--- config.mk ---
export PLATFORM = sky130hd
export DESIGN_NAME = alu_serial_ctrl
export DESIGN_NICKNAME = d
export VERILOG_FILES = /design/src/rtl/alu_serial_ctrl.sv
export SDC_FILE = /design/constraint.sdc
export NUM_CORES = 1
export LEC_CHECK = 0
export ABC_AREA = 1
export BUFFER_PORTS_ARGS = -buffer_cell sky130_fd_sc_hd__buf_2
export CORE_ASPECT_RATIO = 0.7
export CORE_MARGIN = 2
export CORE_UTILIZATION = 45
export DETAILED_ROUTE_END_ITERATION = 8
export GPL_TIMING_DRIVEN = 0
export PLACE_DENSITY = 0.75
export SLEW_MARGIN = 20
export SYNTH_ARGS = -nofsm -noshare
export SYNTH_HDL_FRONTEND = slang
export SYNTH_SLANG_ARGS = --single-unit
--- constraint.sdc ---
create_clock -name clk -period 2.9 [get_ports clk]
set_input_delay 0.58 -clock clk [delete_from_list [all_inputs] [get_ports clk]]
set_output_delay 0.58 -clock clk [all_outputs]
set_load 0.02 [all_outputs]
--- src/rtl/alu_serial_ctrl.sv ---
// Bit-serial sequencer: runs WIDTH-bit AND/NOT/OR/XOR/ADD/SUB/TRANSFER/TEST through one alu1 slice.
// Optional zero flag output res_zero is built when ALU_SERIAL_ZERO_FLAG_EN is defined.
module alu_serial_ctrl #(
  parameter int WIDTH = 4
) (
  input  logic             clk,
  input  logic             rst_n,
  input  logic             req_valid,
  output logic             req_ready,
  input  logic [2:0]       req_op,
  input  logic [WIDTH-1:0] req_a,
  input  logic [WIDTH-1:0] req_b,
  input  logic             req_cin,
  output logic             slice_a,
  output logic             slice_b,
  output logic             slice_carry_in,
  output logic [2:0]       slice_select,
  input  logic             slice_out,
  input  logic             slice_carry_out,
  output logic             res_valid,
  input  logic             res_ready,
  output logic [WIDTH-1:0] res_data,
`ifdef ALU_SERIAL_ZERO_FLAG_EN
  output logic             res_zero,
`endif
  output logic             res_cout
);

  localparam int CW = (WIDTH > 1) ? $clog2(WIDTH) : 1;
  localparam logic [CW-1:0] LAST = CW'(WIDTH - 1);

  localparam logic [1:0] S_IDLE = 2'd0;
  localparam logic [1:0] S_RUN  = 2'd1;
  localparam logic [1:0] S_DONE = 2'd2;

  localparam logic [2:0] OP_ADD = 3'd4;
  localparam logic [2:0] OP_SUB = 3'd5;

  logic [1:0]       state;
  logic [CW-1:0]    cnt;
  logic [WIDTH-1:0] a_sh, b_sh, res_sh;
  logic [2:0]       op_q;
  logic             carry_reg;
  logic             run;

  always_ff @(posedge clk or negedge rst_n) begin
    if (!rst_n) begin
      state     <= S_IDLE;
      cnt       <= '0;
      a_sh      <= '0;
      b_sh      <= '0;
      res_sh    <= '0;
      op_q      <= '0;
      carry_reg <= 1'b0;
    end else begin
      case (state)
        S_IDLE: if (req_valid) begin
          a_sh      <= req_a;
          b_sh      <= req_b;
          op_q      <= req_op;
          carry_reg <= req_cin;
          cnt       <= '0;
          state     <= S_RUN;
        end
        S_RUN: begin
          // LSB result bit enters at the top and ends up at bit 0 after WIDTH shifts
          res_sh    <= {slice_out, res_sh[WIDTH-1:1]};
          a_sh      <= a_sh >> 1;
          b_sh      <= b_sh >> 1;
          carry_reg <= slice_carry_out;
          cnt       <= cnt + 1'b1;
          if (cnt == LAST) state <= S_DONE;
        end
        S_DONE: if (res_ready) state <= S_IDLE;
        default: state <= S_IDLE;
      endcase
    end
  end

  assign run            = (state == S_RUN);
  assign req_ready      = (state == S_IDLE);
  assign res_valid      = (state == S_DONE);
  assign slice_a        = run & a_sh[0];
  assign slice_b        = run & b_sh[0];
  assign slice_carry_in = run & carry_reg;
  // op_q only changes at acceptance, so select holds its last value between ops
  assign slice_select   = op_q;
  assign res_data       = res_valid ? res_sh : '0;
  assign res_cout       = res_valid & carry_reg & ((op_q == OP_ADD) | (op_q == OP_SUB));

`ifdef ALU_SERIAL_ZERO_FLAG_EN
  assign res_zero       = res_valid & (res_sh == '0);
`endif

endmodule

==> results of run 1 <==
## power breakdown
part / switching (mW) / internal, mW / total, mW
registers: 0.0829 / 0.407 / 0.490
clock network: 0.0852 / 0.0767 / 0.162
logic: 0.416 / 0.244 / 0.660
## kinds of logic (layout without fill, tap and decap cells)
logic type,count (synthesis),after routing,share of synthesized area
flops,20,20,0.508
compound gates,8,8,0.0520
fa+ha+maj,1,1,0.0127
simple gates,79,79,0.343
buf+inv,15,49,0.0850
## layout make-up
class                           count  area (um2)  area share
Buffer                              5        46.3      0.0385
Clock buffer                        4        36.3      0.0302
Inverter                           10        37.5      0.0312
Multi-Input combinational cell     88         402       0.334
Sequential cell                    20         500       0.416
Tap cell                           24        30.0      0.0250
Timing Repair Buffer               30         150       0.125
## critical path: cells and delay by family (launching register included)
| family | cells | cell delay, ns |
|---|---|---|
| flip-flops | 1 | 0.47 |
| buffers and inverters | 3 | 0.45 |
| AND/OR/NAND/NOR | 2 | 0.23 |
## path summary, 6_finish.rpt
path,start,endpoint,slack [ns],cells past startpoint
worst max-delay path,state[0],res_cout,0.87,5
worst min-delay path,rst_n,res_sh[0],0.20,1
worst max register to register,state[0],b_sh[0],1.85,4
worst min register to register,slice_select[0],slice_select[0],0.48,2
max in group asynchronous,rst_n,slice_select[1],2.38,1
min in group clk,res_ready,state[1],0.44,2
## cells in the final DEF (no fill, tap or decap), types with 2 or more instances in the layout
master    instances
buf_2            31
inv_2             2
nand2_1          53
nand3_1          14
buf_6             3
inv_1             8
dfrtp_1          20
clkbuf_4          3
nor2_1            8
o21ai_1           5
nor2_4            2
o21ai_2           2
## layer usage
layer  part of all wire  track usage
met5                  0            0
met4             0.0051       0.0267
met2               0.43        0.252
met1               0.51        0.250
met3              0.059       0.0640
## per-stage QoR
stage          cells  worst slack, ns
5_1_grt          181            0.750
6_report         181            0.865
4_1_cts          181            0.848
3_5_place_dp     177             1.20
3_3_place_gp     177             1.25
2_1_floorplan    123             1.16
==> summary.md, run 1 <==
| Metric | Value |
|---|---|
| H-tree depth | 1 |
| Post-CTS sizing | 0 |
| Layout cell share with drive strength beyond 1 | 0.306 |
| Full die area | ~2600 um2 |
| Top cells by instance count after synthesis | nand2_1 (53), dfrtp_1 (20), nand3_1 (14) |
| Post-synth EDFFs | 0 |
| Wire per inst | around 11 um |
| Worst-skew pair later-pin latency | 0.30 ns |
| YS warnings | 0 |
| Initial Util | 0.469 |
| Outcome | finished, final reports clean |
| Vias in the first global route | between 700 and 800 |
| Final WL | roughly 2 mm |
| Height of the chip | about 43 um |
| Fillcell total | 204 |
| Critical path class | flip-flop to output port |
| Post-Syn Area | between 900 and 1000 um2 |
| I/O pin count | 31 |
| Top-area cell type share of the netlist area | 0.508 |
| Synth Flop Type | dfrtp_1 |
| Vias | 861 |
| Clock Tree Root | clkbuf_4 |
| Final hold vios | 0 |
| Layout area overhead | 22.0% |
| Nets | about 180 |
| GRT overflow | 0 |
| Hold buffers post-CTS | 0 |
| Max_cap viols | 0 |
| Avg Cell Area, Syn | between 8 and 9 um2 |
| Final min period | 2.03 ns |
| Largest net degree at the start of global routing | 21 |
| Synth top area cells | dfrtp_1 (51%), nand2_1 (20%), nand3_1 (7.1%) |
| Postcts setup bufs | 0 |
| Buffers on Ports | 30 |
| Routed vias/inst | between 4 and 5 |
| DRT iter0 DRCs | 26 |
| Worst slew pin tran | about 0.45 ns |
| First-pass GRT wire length | 3.35 mm |
| Fin util | 0.572 |
| TritonCTS clock tree | built |
| Core Area | between 2000 and 2500 um2 |
| Synth Instances | around 120 |
| CTS sink cnt | 20 |
| CP Max Fanout | 10 |
| Total Power | approximately 1.3 mW |
| Yosys reg bits | 20 |
| Pwr dens | between 1000 and 1500 nW/um2 |
| Max Transition Viols Final | 0 |
| Antenna violations before repair | 0 |
| Skew final | 0.00626 ns |
| Placement Cell Area | 1170 um2 |
| Cell taking the most area after synthesis | dfrtp_1 |
| Die X | around 60 um |
| Fmax | 0.491 GHz |
| Total CTS buffers | 3 |
| Worst path slowest cell | dfrtp_1 |
| Worst hold path type | input pin to async pin |
| Post-synth ARST share | 1.00 |
| P_leak | 0.694 nW |
| Final Cell Area | ~1200 um2 |
| CP Launch Type | flip-flop |
| Clock-pin slew on the worst setup and hold paths | between 0.1 and 0.15 ns |
| Final Hold Slack | between 0.15 and 0.2 ns |
| Synth cell types | 16 |
| Final setup viols | 0 |
| Gr usage total | 0.173 |
| VDD IR max | ~0.57 mV |
| DR DRC count | 0 |
| Final worst-path cycle share | 0.702 |
| Placement Rows | 14 |
| RSZ-0062 raised after global routing | no |
| DRT Pass-1 Iters | 4 |
| Count leader, synth | nand2_1 |
| Worst Path Required | approximately 2.3 ns |
| Worst Setup End Kind | output port |
| Sum of negative setup slack | 0 ns |
| Max clock buf depth | 2 |
| Final GP Congestion | roughly 0.75 |
| CP max stage delay | between 0.4 and 0.5 ns |
| Rel. slew slack | 0.700 |
| Syn nets | between 100 and 150 |
| Sequential-to-total area share from yosys stat | 0.508 |
| Crit-path cells | buf_6 -> nor2_4 -> inv_2 -> nor3_2 -> buf_2 |
| DP Wirelength | 1.47 mm |
| Antenna viol nets, final | 0 |
| ANT cells | 0 |
| WP data arrival | between 1 and 1.5 ns |
| Biggest regs | a_sh x4, b_sh x4, res_sh x4 |
Power figures use the tool's default switching activity.
==> run 2: changes to the inputs <==
- ABC_AREA: 1 -> 0
- clock period: 2.9 -> 2 ns (I/O delays scaled with it)
==> run 2 against run 1 <==
The flow now finishes with violations (DRC); final cell count shrank 13%; via count down 2.1%; utilization is 5.4 points higher; routed wire length grew 15%; flip-flop and latch count is the same; global-route usage up 2.9 points; largest cell class unchanged; sequential power rose by 52%.
==> summary.md, run 2 <==
| Metric | Value |
|---|---|
| I/O pin count | 31 (unchanged) |
| Layout area overhead | 26.4% |
| H-tree depth | 1 (unchanged) |
| CP max stage delay | 0.41 ns (-0.06 ns) |
| Sum of negative setup slack | 0 ns (unchanged) |
| Yosys reg bits | 20 (unchanged) |
| Fmax | approximately 0.53 GHz |
| Final setup viols | 0 (unchanged) |
| Top-area cell type share of the netlist area | 0.526 (+0.0187) |
| Max_cap viols | 0 (unchanged) |
| Synth top area cells | dfrtp_1 (53%), o22ai_1 (9.2%), nand2_1 (7.1%) |
| Failing checks | DRC |
| Cell taking the most area after synthesis | dfrtp_1 |
| Skew final | 0.00697 ns (+0.000712 ns) |
| DRT Pass-1 Iters | 8 (+4) |
| Vias in the first global route | 847 (+9.6%) |
| Worst Setup End Kind | output port |
| Layout cell share with drive strength beyond 1 | 0.348 (+0.0424) |
| Buffers on Ports | 30 (unchanged) |
| Post-synthesis compound-gate area fraction | 0.179 (+0.127) |
| CP Max Fanout | 10 (unchanged) |
| Pwr dens | 1700 nW/um2 (+55%) |
| Core Area | 1920 um2 (-8.7%) |
| Mux contribution to synthesized area | 0.0474 (+0.0474) |
| GRT overflow | 0 (unchanged) |
| Count leader, synth | dfrtp_1 |
| DRT iter0 DRCs | 20 (-23%) |
| Gr usage total | 0.202 (+0.0290) |
| YS warnings | 0 (unchanged) |
| Max Transition Viols Final | 0 (unchanged) |
| Synth Instances | 99 (-20%) |
| Synth Flop Type | dfrtp_1 |
| Crit-path cells | buf_2 -> inv_1 -> buf_4 -> and3_1 -> buf_2 |
| Clock-pin slew on the worst setup and hold paths | 0.12 ns (about the same) |
| VDD IR max | 0.907 mV (+59%) |
| Final hold vios | 0 (unchanged) |
| Hold buffers post-CTS | 0 (unchanged) |
| Post-Syn Area | 951 um2 (-3.6%) |
| Largest net degree at the start of global routing | 21 (unchanged) |
| Register area | 500 um2 (unchanged) |
| Post-synth EDFFs | 0 (unchanged) |
| Most used cell, CP | buf_2 |
| Worst-skew pair later-pin latency | 0.30 ns (about the same) |
| Outcome | finished, violations left |
| Multi-input gate area | 404 um2 (+0.62%) |
| Final worst-path cycle share | 0.945 |
| Critical path class | flip-flop to output port |
| Synth cell types | 21 (+5) |
| RSZ-0062 raised after global routing | no |
| Routed vias/inst | 5.37 (+13%) |
| Die X | 58.9 um (-1.7%) |
| Vias | 843 (-2.1%) |
| Antenna viol nets, final | 0 (unchanged) |
| Most frequent cells in the layout | buf_2 (33), dfrtp_1 (20), nand2_1 (18) |
| Worst slew pin tran | 0.441 ns (-0.00907 ns) |
| P_leak | 0.619 nW (-11%) |
| Worst Path Required | 1.60 ns (-0.72 ns) |
| Sequential-to-total area share from yosys stat | 0.526 (+0.0187) |
| Main combinational cell family by area after synthesis | simple AND/OR/NAND/NOR gates |
| Post-synthesis xor/xnor area fraction | 0 (unchanged) |
| DR DRC count | 3 (+3) |
| Placement Rows | 13 (-1) |
| First-pass GRT wire length | 3.77 mm (+13%) |
| Height of the chip | 42.5 um (-1.6%) |
| Antenna violations before repair | 0 (unchanged) |
| Nets | 155 (-12%) |
| Fillcell total | 165 (-19%) |
| TritonCTS clock tree | built |
| Post-synth ARST share | 1.00 (unchanged) |
| Rel. slew slack | 0.706 (+0.00604) |
| Syn nets | 118 (-17%) |
| Max clock buf depth | 2 (unchanged) |
| Clock Tree Root | clkbuf_4 |
| CP Launch Type | flip-flop |
| Adder-cell share of the synthesized area | 0.0132 (+0.000468) |
| Avg Cell Area, Syn | 9.61 um2 (+20%) |
| WP data arrival | 1.49 ns (+0.04 ns) |
| Top cells by instance count after synthesis | dfrtp_1 (20), nand2_1 (18), o22ai_1 (14) |
| ANT cells | 0 (unchanged) |
| Total CTS buffers | 3 (unchanged) |
| Wire per inst | 14.4 um (+32%) |
| Biggest regs | a_sh x4, b_sh x4, res_sh x4 |
| Post-synthesis simple-gate area fraction | 0.186 (-0.157) |
| Commonest non-fill, non-tap cell in the layout | buf_2 |
| Final GP Congestion | 0.731 (-2.8%) |
| Full die area | 2500 um2 (-3.3%) |
| Final Hold Slack | 0.0171 ns (-0.183 ns) |
| Worst path slowest cell | dfrtp_1 |
| Initial Util | 0.495 (+0.0264) |
| Final WL | 2.25 mm (+15%) |
| Worst hold path type | input pin to async pin |
| Final min period | roughly 1.9 ns |
| DP Wirelength | 1.64 mm (+12%) |
| CTS sink cnt | 20 (unchanged) |
==> run 2: changes by cell type in the layout (fill, tap and decap cells not counted), sizes merged, moves of 4 or more <==
cell and change:
a21oi +7, inv -9, o22ai +14, nor2 -5
nand2 -36, and3 +4, nand3 -14
==> run 2: kinds of logic (layout without fill, tap and decap cells) <==
family	Yosys count	after routing
adders and majority gates	1	1
muxes	3	3
AOI/OAI and AO/OA	30	30
and+or+nand+nor	36	36
DFF	20	20
buffers and inverters	9	45
==> run 2: repair_timing <==
item                       4_1_cts  5_1_grt
setup endpoints to repair        0        3
buffers inserted                 0        2
resized for setup                0        3
==> run 2: per-layer routing <==
metal / vias to the layer above / GRT usage / wire [um]
li1: 420 / - / -
met1: 394 / 0.265 / 1020
met2: 27 / 0.331 / 1070
met3: 2 / 0.0586 / 157
met4: 0 / 0.0409 / 12
met5: - / 0 / 0
==> run 2: cell type report <==
class                      count  area share
buffer                         7      0.0343
sequential                    20       0.416
clock inverter                 1      0.0250
inverter                       2     0.00937
multi-input combinational     70       0.336
clock buffer                   3      0.0187
timing repair buffer          32       0.137
tap                           22      0.0229
==> run 2: final timing paths <==
kind	startpoint	to	slack [ns]	cells after the start
max	state[0]	res_data[1]	0.11	5
min	rst_n	res_sh[1]	0.02	1
max reg2reg	state[1]	slice_select[0]	0.64	4
min reg2reg	res_sh[3]	res_sh[2]	0.50	2
max in group asynchronous	rst_n	state[1]	1.68	1
min in group clk	res_ready	state[1]	0.26	2
==> run 2: worst max-delay path, delay by kind of cell, from the launching register on <==
family        cells  cell delay, ns
flops             1            0.41
buf+inv           4            0.62
simple gates      1            0.15
==> run 2: where the power goes <==
part           internal (mW)  switching [mW]
registers              0.599           0.148
clock network          0.203           0.128
logic                  0.404           0.558
==> run 2: stage by stage <==
step	utilization	cell area [um2]	cells	power, mW	worst slack (ns)
6_report	0.626	1200	157	2.04	0.110
5_1_grt	0.626	1200	157	2.20	0.0185
4_1_cts	0.615	1180	155	2.02	0.0458
3_5_place_dp	0.588	1130	151	1.69	0.384
3_3_place_gp	0.588	1130	151	1.63	0.409
2_1_floorplan	-	951	99	1.40	0.275
